## src/rtl/hazard_ctrl_unit.sv

```systemverilog
// Hazard controller for the 5-stage RV32I pipeline: stall/flush/forwarding
// generation, memory-wait freeze with timeout, and saturating perf counters.
module hazard_ctrl_unit #(
  parameter int MAX_WAIT = 8,
  parameter int CNT_W    = 16
) (
  input  logic             i_clk,
  input  logic             i_rst,
  input  logic [4:0]       i_rs1_addrD,
  input  logic [4:0]       i_rs2_addrD,
  input  logic [4:0]       i_rs1_addrE,
  input  logic [4:0]       i_rs2_addrE,
  input  logic [4:0]       i_rd_addrE,
  input  logic [4:0]       i_rd_addrM,
  input  logic [4:0]       i_rd_addrW,
  input  logic             i_rd_wrenE,
  input  logic             i_rd_wrenM,
  input  logic             i_rd_wrenW,
  input  logic             i_lsu_rdenE,
  input  logic             i_redirectE,
  input  logic             i_lsu_reqM,
  input  logic             i_lsu_ready,
  input  logic             i_cnt_clr,
  output logic             o_stallF,
  output logic             o_stallD,
  output logic             o_stallE,
  output logic             o_stallM,
  output logic             o_flushD,
  output logic             o_flushE,
  output logic             o_flushW,
  output logic [1:0]       o_fwd_a_selE,
  output logic [1:0]       o_fwd_b_selE,
  output logic             o_lsu_timeout,
  output logic [CNT_W-1:0] o_stall_cnt,
  output logic [CNT_W-1:0] o_flush_cnt
);

  localparam int WCNT_W = $clog2(MAX_WAIT + 1);
  localparam logic [WCNT_W-1:0] WCNT_MAX = WCNT_W'(MAX_WAIT);

  localparam logic [1:0] S_INIT = 2'd0;
  localparam logic [1:0] S_RUN  = 2'd1;
  localparam logic [1:0] S_WAIT = 2'd2;

  localparam logic [1:0] FWD_RF = 2'b00;
  localparam logic [1:0] FWD_W  = 2'b01;
  localparam logic [1:0] FWD_M  = 2'b10;

  logic [1:0]        state, state_nxt;
  logic [WCNT_W-1:0] wcnt, wcnt_nxt;
  logic              tmo, freeze, lu, redirect_flush;

  function automatic logic [1:0] fwd_sel(input logic [4:0] rs);
    if (i_rd_wrenM && (i_rd_addrM != 5'd0) && (i_rd_addrM == rs))
      return FWD_M;
    else if (i_rd_wrenW && (i_rd_addrW != 5'd0) && (i_rd_addrW == rs))
      return FWD_W;
    else
      return FWD_RF;
  endfunction

  assign tmo    = (state == S_WAIT) && (wcnt == WCNT_MAX) && i_lsu_reqM && !i_lsu_ready;
  assign freeze = i_lsu_reqM && !i_lsu_ready && !tmo;
  assign lu     = i_lsu_rdenE && i_rd_wrenE && (i_rd_addrE != 5'd0) &&
                  ((i_rd_addrE == i_rs1_addrD) || (i_rd_addrE == i_rs2_addrD));

  always_comb begin
    // NOTE: every output gets a default first so no path through the case
    // leaves a signal unassigned, which would infer a latch.
    o_stallF       = 1'b0;
    o_stallD       = 1'b0;
    o_stallE       = 1'b0;
    o_stallM       = 1'b0;
    o_flushD       = 1'b0;
    o_flushE       = 1'b0;
    o_flushW       = 1'b0;
    o_fwd_a_selE   = FWD_RF;
    o_fwd_b_selE   = FWD_RF;
    o_lsu_timeout  = 1'b0;
    redirect_flush = 1'b0;
    state_nxt      = state;
    wcnt_nxt       = wcnt;

    case (state)
      S_INIT: begin
        state_nxt = S_RUN;
        wcnt_nxt  = '0;
        if (!i_rst) begin
          o_flushD = 1'b1;
          o_flushE = 1'b1;
          o_flushW = 1'b1;
        end
      end
      S_RUN, S_WAIT: begin
        if (!i_rst) begin
          o_fwd_a_selE  = fwd_sel(i_rs1_addrE);
          o_fwd_b_selE  = fwd_sel(i_rs2_addrE);
          o_lsu_timeout = tmo;
          // A redirect seen while frozen is deferred: E is held, so it
          // reappears and takes effect in the release cycle.
          if (freeze) begin
            o_stallF = 1'b1;
            o_stallD = 1'b1;
            o_stallE = 1'b1;
            o_stallM = 1'b1;
            o_flushW = 1'b1;
          end else if (i_redirectE) begin
            o_flushD       = 1'b1;
            o_flushE       = 1'b1;
            redirect_flush = 1'b1;
          end else if (lu) begin
            o_stallF = 1'b1;
            o_stallD = 1'b1;
            o_flushE = 1'b1;
          end
        end
        if (freeze) begin
          state_nxt = S_WAIT;
          wcnt_nxt  = (state == S_RUN) ? WCNT_W'(1) : wcnt + WCNT_W'(1);
        end else begin
          state_nxt = S_RUN;
          wcnt_nxt  = '0;
        end
      end
      default: begin
        state_nxt = S_INIT;
        wcnt_nxt  = '0;
      end
    endcase
  end

  // NOTE: sequential state uses non-blocking assignments so every flop
  // samples pre-edge values regardless of statement order.
  always_ff @(posedge i_clk or posedge i_rst) begin
    if (i_rst) begin
      state <= S_INIT;
      wcnt  <= '0;
    end else begin
      state <= state_nxt;
      wcnt  <= wcnt_nxt;
    end
  end

  always_ff @(posedge i_clk or posedge i_rst) begin
    if (i_rst) begin
      o_stall_cnt <= '0;
      o_flush_cnt <= '0;
    end else if (i_cnt_clr) begin
      o_stall_cnt <= '0;
      o_flush_cnt <= '0;
    end else begin
      if (o_stallF && (o_stall_cnt != '1))
        o_stall_cnt <= o_stall_cnt + CNT_W'(1);
      if (redirect_flush && (o_flush_cnt != '1))
        o_flush_cnt <= o_flush_cnt + CNT_W'(1);
    end
  end

endmodule
```

## config.mk

```make
export PLATFORM = sky130hd
export DESIGN_NAME = hazard_ctrl_unit
export DESIGN_NICKNAME = d
export VERILOG_FILES = /design/src/rtl/hazard_ctrl_unit.sv
export SDC_FILE = /design/constraint.sdc
export NUM_CORES = 1
export LEC_CHECK = 0
export ABC_AREA = 1
export BUFFER_PORTS_ARGS = -buffer_cell sky130_fd_sc_hd__buf_2
export CORE_ASPECT_RATIO = 1.75
export CORE_UTILIZATION = 30
export CTS_CLUSTER_DIAMETER = 60
export CTS_CLUSTER_SIZE = 25
export DETAILED_ROUTE_END_ITERATION = 10
export GPL_TIMING_DRIVEN = 0
export PLACE_DENSITY = 0.5
export SLEW_MARGIN = 10
export SYNTH_ARGS = -nofsm -noshare
export SYNTH_HDL_FRONTEND = slang
export SYNTH_SLANG_ARGS = --single-unit
```

## constraint.sdc

```tcl
create_clock -name i_clk -period 3.8 [get_ports i_clk]
set_clock_uncertainty 0.05 [all_clocks]
set_input_delay 0.38 -clock i_clk [delete_from_list [all_inputs] [get_ports i_clk]]
set_output_delay 0.38 -clock i_clk [all_outputs]
set_load 0.005 [all_outputs]
```

==> results.md <==
- The peak clock frequency supported by timing is 0.3484 GHz.
- From left edge to right edge, the die measures between 70 and 80 um.
- The area added between synthesis and finish is 25.02%.
- The critical path contains buffers and inverters numbering 7 combined.
- The synthesized design contains 38 register bits.
- The final count of hold timing violations is 0.
- The maximum number of buffers from clock root to sink is 2.
- The master of the slowest instance on the critical path is dfrtp_1.
- The routability-driven placement congestion ratio is 0.8211.
- The area of the core region is between 9000 and 10000 um^2.
- The sort of element at the start of the critical path is a flop.
- During placement, the flow inserted port buffers numbering slightly below 90.
- Summing internal, switching and leakage power gives approximately 1.1 mW.
- At the worst endpoint, the required time is between 3000 and 4000 ps.
- The combinational power share is 0.247.
- After clock tree synthesis, the setup repair step added 0 buffers.
- The final sum of negative setup slack is 0 ps.
- The total via count after detailed routing is between 3000 and 4000.
- The die is approximately 130 um tall.
- The post-cts hold buffer count is 0.
- The netlist uses 35 different library cells.
- STA puts the critical path data arrival time at about 2400 ps.
- In the final layout, the share of cells above drive strength 1 is 0.2471.
- The highest signal layer in the routed design is met4.
- The endpoint type of the worst setup path is an output port.
- The average routed wire per standard cell is ~14 um.
- The area of the die is 10350 um^2.
- The number of DRC markers after the initial detailed-route iteration is 129.
- Clock tree synthesis inserted a total of 5 buffers.
- In this design, the stage delay of the slowest critical-path cell is around 370 ps.
- The startpoint of the worst register-to-register path is state[0].
- The power density relative to cell area is between 200 and 300 nW/um^2.
- The critical path goes through inv_1 -> ha_1 -> inv_2 -> nor2_1 -> inv_2 -> nor2_1 -> inv_1 -> nand2_2 -> buf_2 -> buf_4 -> buf_2.
- The net switching power of the design is ~350 uW.
- The post-cts resize count is 0.
- The cell taking the most area after synthesis is dfrtp_1.
- The sequential-to-total area share from yosys stat is 0.3191.
- TritonCTS built the clock tree.
- 89 I/O pins were placed.
- The pin count of the biggest net entering global routing is 25.
- The critical path startpoint is state[0].
- The category of the critical setup timing path is flop to output port.
- The clock reaches the later pin of the worst-skew pair after 290 ps.
- By area the synthesized netlist is led by dfrtp_1, nand2_1, inv_1.
- After legalization and detailed placement, the total HPWL measured a little under 7000 um.
- The final number of setup-violating endpoints is 0.
- The global-route wire length before repair is roughly 15000 um.
- The length of routed met2 wiring is ~4700 um.
- The post-synthesis instance area is between 2000 and 3000 um^2.
- Leaving out fill and tap cells, the most frequent cell in the layout is buf_2.
- The proportion of power drawn by the clock network is 0.364.
- The share of synthesized area in the top cell type comes to 0.3191.
- At the pin with the least slew margin, the transition time is 616.9 ps.
- Counting every instance in the synthesized netlist gives between 400 and 500.
- The initial antenna violation count is 0.
- In this run the core area contains 47 standard-cell rows.
- Across the VDD grid, the largest voltage drop is 0.2155 mV.
- The detailed-route wire length is ~8800 um.
- The number of pins exceeding their max-slew limit in the final report is 0.
- Cell internal power was estimated by the tool at between 700 and 800 uW.
- Setup repair after global routing left no endpoint under its margin.
- The CTS H-tree depth is 2.
- The run finished with clean final reports.
- The number of warnings printed during yosys synthesis is 0.
- The number of inserted filler cells in the final layout is 1065.
- In the routed design, unresolved DRC markers number 0.
- The fraction of power spent switching nets is 0.3167.
- The mean instance size in the synthesized netlist is 7.062 um^2.
- The shortest clock period the worst path allows after layout is roughly 2900 ps.
- After detailed routing, the wire length on met1 is 3544 um.
- The critical-path maximum fanout is 11.
- The ratio of final minimum period to clock period is 0.7554.
- Synthesis produced a netlist with a net count of 475.
- After global routing the overflow that remains totals 0.
- The worst min-delay path category is primary input to async pin.
- The count of clock tree sinks is 38.
- The number of antenna diodes in the final layout is 0.
- Across the run, the number of max-cap violations was 0.
- The analysis attributes to cell leakage a power of between 2 and 2.5 nW.
- The pre-antenna-repair detailed-routing pass consisted of 4 iterations.
- The cell family contributing the most delay on the critical path is buffers and inverters.
- The starting density of the core is 0.3128.
- The cell sitting at the root of the clock tree is a clkbuf_16.
- The sequential cell fraction of total power is 0.389.
- In the detailed route, the total length drawn on met3 is around 380 um.
- The overall routing resource usage is 0.1778.
- The average via count per standard cell is roughly 4.8.
- OpenSTA, run right after detailed placement, puts the worst setup slack at between 1000 and 1500 ps.
- After clock tree synthesis, the clock-pin slew on the worst setup and hold paths is approximately 60 ps.
- The number of nets with antenna violations after routing is 0.
- The max-slew headroom at the worst pin is 0.5887.
- The number of nets at the end of the flow is approximately 570.
- The number of global-route vias before repair is between 3000 and 4000.
- The library cells used most frequently in the layout, excluding fill and tap cells, are buf_2, nand2_1, inv_1.
- The final critical-path setup slack is ~930 ps.
sequential cells by signal, indices dropped and copies added (netlist names):
register and count:
o_flush_cnt 16, state 2, o_stall_cnt 16, wcnt 4
power by group through the flow:
stage | combinational [mW] | clock [mW] | sequential [mW]
final | 0.274 | 0.405 | 0.432
after global routing | 0.312 | 0.432 | 0.435
after CTS | 0.279 | 0.420 | 0.432
after detailed placement | 0.277 | 0 | 0.439
after global placement | 0.271 | 0 | 0.439
after floorplan | 0.169 | 0 | 0.436
cells by family after synthesis:
logic type               synth area share
adder cells (fa/ha/maj)           0.03359
AO/OA/AOI/OAI                     0.07892
flip-flops                         0.3191
buffers and inverters             0.09991
XOR/XNOR                          0.09404
AND/OR/NAND/NOR                    0.3745
cell usage after synthesis:
cell	n
a211oi_1	3
a21oi_1	13
a21oi_2	1
a31oi_1	1
buf_2	4
buf_4	2
buf_8	1
clkbuf_1	2
clkinv_1	1
dfrtp_1	38
ha_1	8
inv_1	57
inv_2	6
nand2_1	90
nand2_2	3
nand2_4	2
nand3_1	36
nand3_2	1
nand3_4	1
nand4_1	30
nand4_2	1
nor2_1	45
nor2_2	2
nor2_4	5
nor3_1	10
nor3b_1	3
nor4_1	3
o21ai_0	6
o21ai_1	5
o21ai_2	4
o21bai_1	1
o22ai_1	2
o31ai_1	3
xnor2_1	13
xor2_1	19
worst reg2reg max path, stage by stage, from the launching register on:
cell and delay, ps:
dfrtp_1 370, inv_1 70, ha_1 310, inv_2 40, nor2_1 210, inv_2 130
nor2_1 210, inv_1 100, nand2_2 210, buf_2 280, nand4_1 120, nand2_1 100
stage by stage:
stage	utilization	instance area (um^2)	hold WS (ps)	std cells
detailed placement	0.3772	3593	359.9	633
global route	0.3911	3726	75.02	640
CTS	0.3911	3726	52.36	640
global placement	0.3751	3573	407.4	632
floorplan	-	2980	389.9	422
finish	0.3911	3726	40.03	640
path summary, 6_finish.rpt:
path | endpoint | slack [ps] | depth (start not counted)
worst max-delay path | o_stallF | 930 | 11
worst min-delay path | o_stall_cnt[13] | 40 | 2
worst max register to register | o_stall_cnt[6] | 1550 | 11
worst min register to register | wcnt[3] | 430 | 1
max in group asynchronous | o_flush_cnt[1] | 3190 | 3
min in group i_clk | o_flush_cnt[4] | 340 | 2
routing by layer:
| metal | track usage | up-vias |
|---|---|---|
| met1 | 0.1844 | 1411 |
| met3 | 0.02789 | 14 |
| met4 | 0.07652 | 0 |
| met2 | 0.3437 | 95 |
| li1 | - | 1573 |
| met5 | 0 | - |
cell type report:
| cell class | count | area (um^2) | share of cell area |
|---|---|---|---|
| multi-input cells | 311 | 1732 | 0.4647 |
| flip-flops and latches | 38 | 950.9 | 0.2552 |
| repair buffers | 89 | 460.4 | 0.1236 |
| inverters | 64 | 240.2 | 0.06447 |
| well taps | 122 | 152.6 | 0.04097 |
| clock buffers | 7 | 132.6 | 0.03559 |
| plain buffers | 9 | 57.56 | 0.01545 |
No activity file was read; power rests on OpenSTA's default activity.
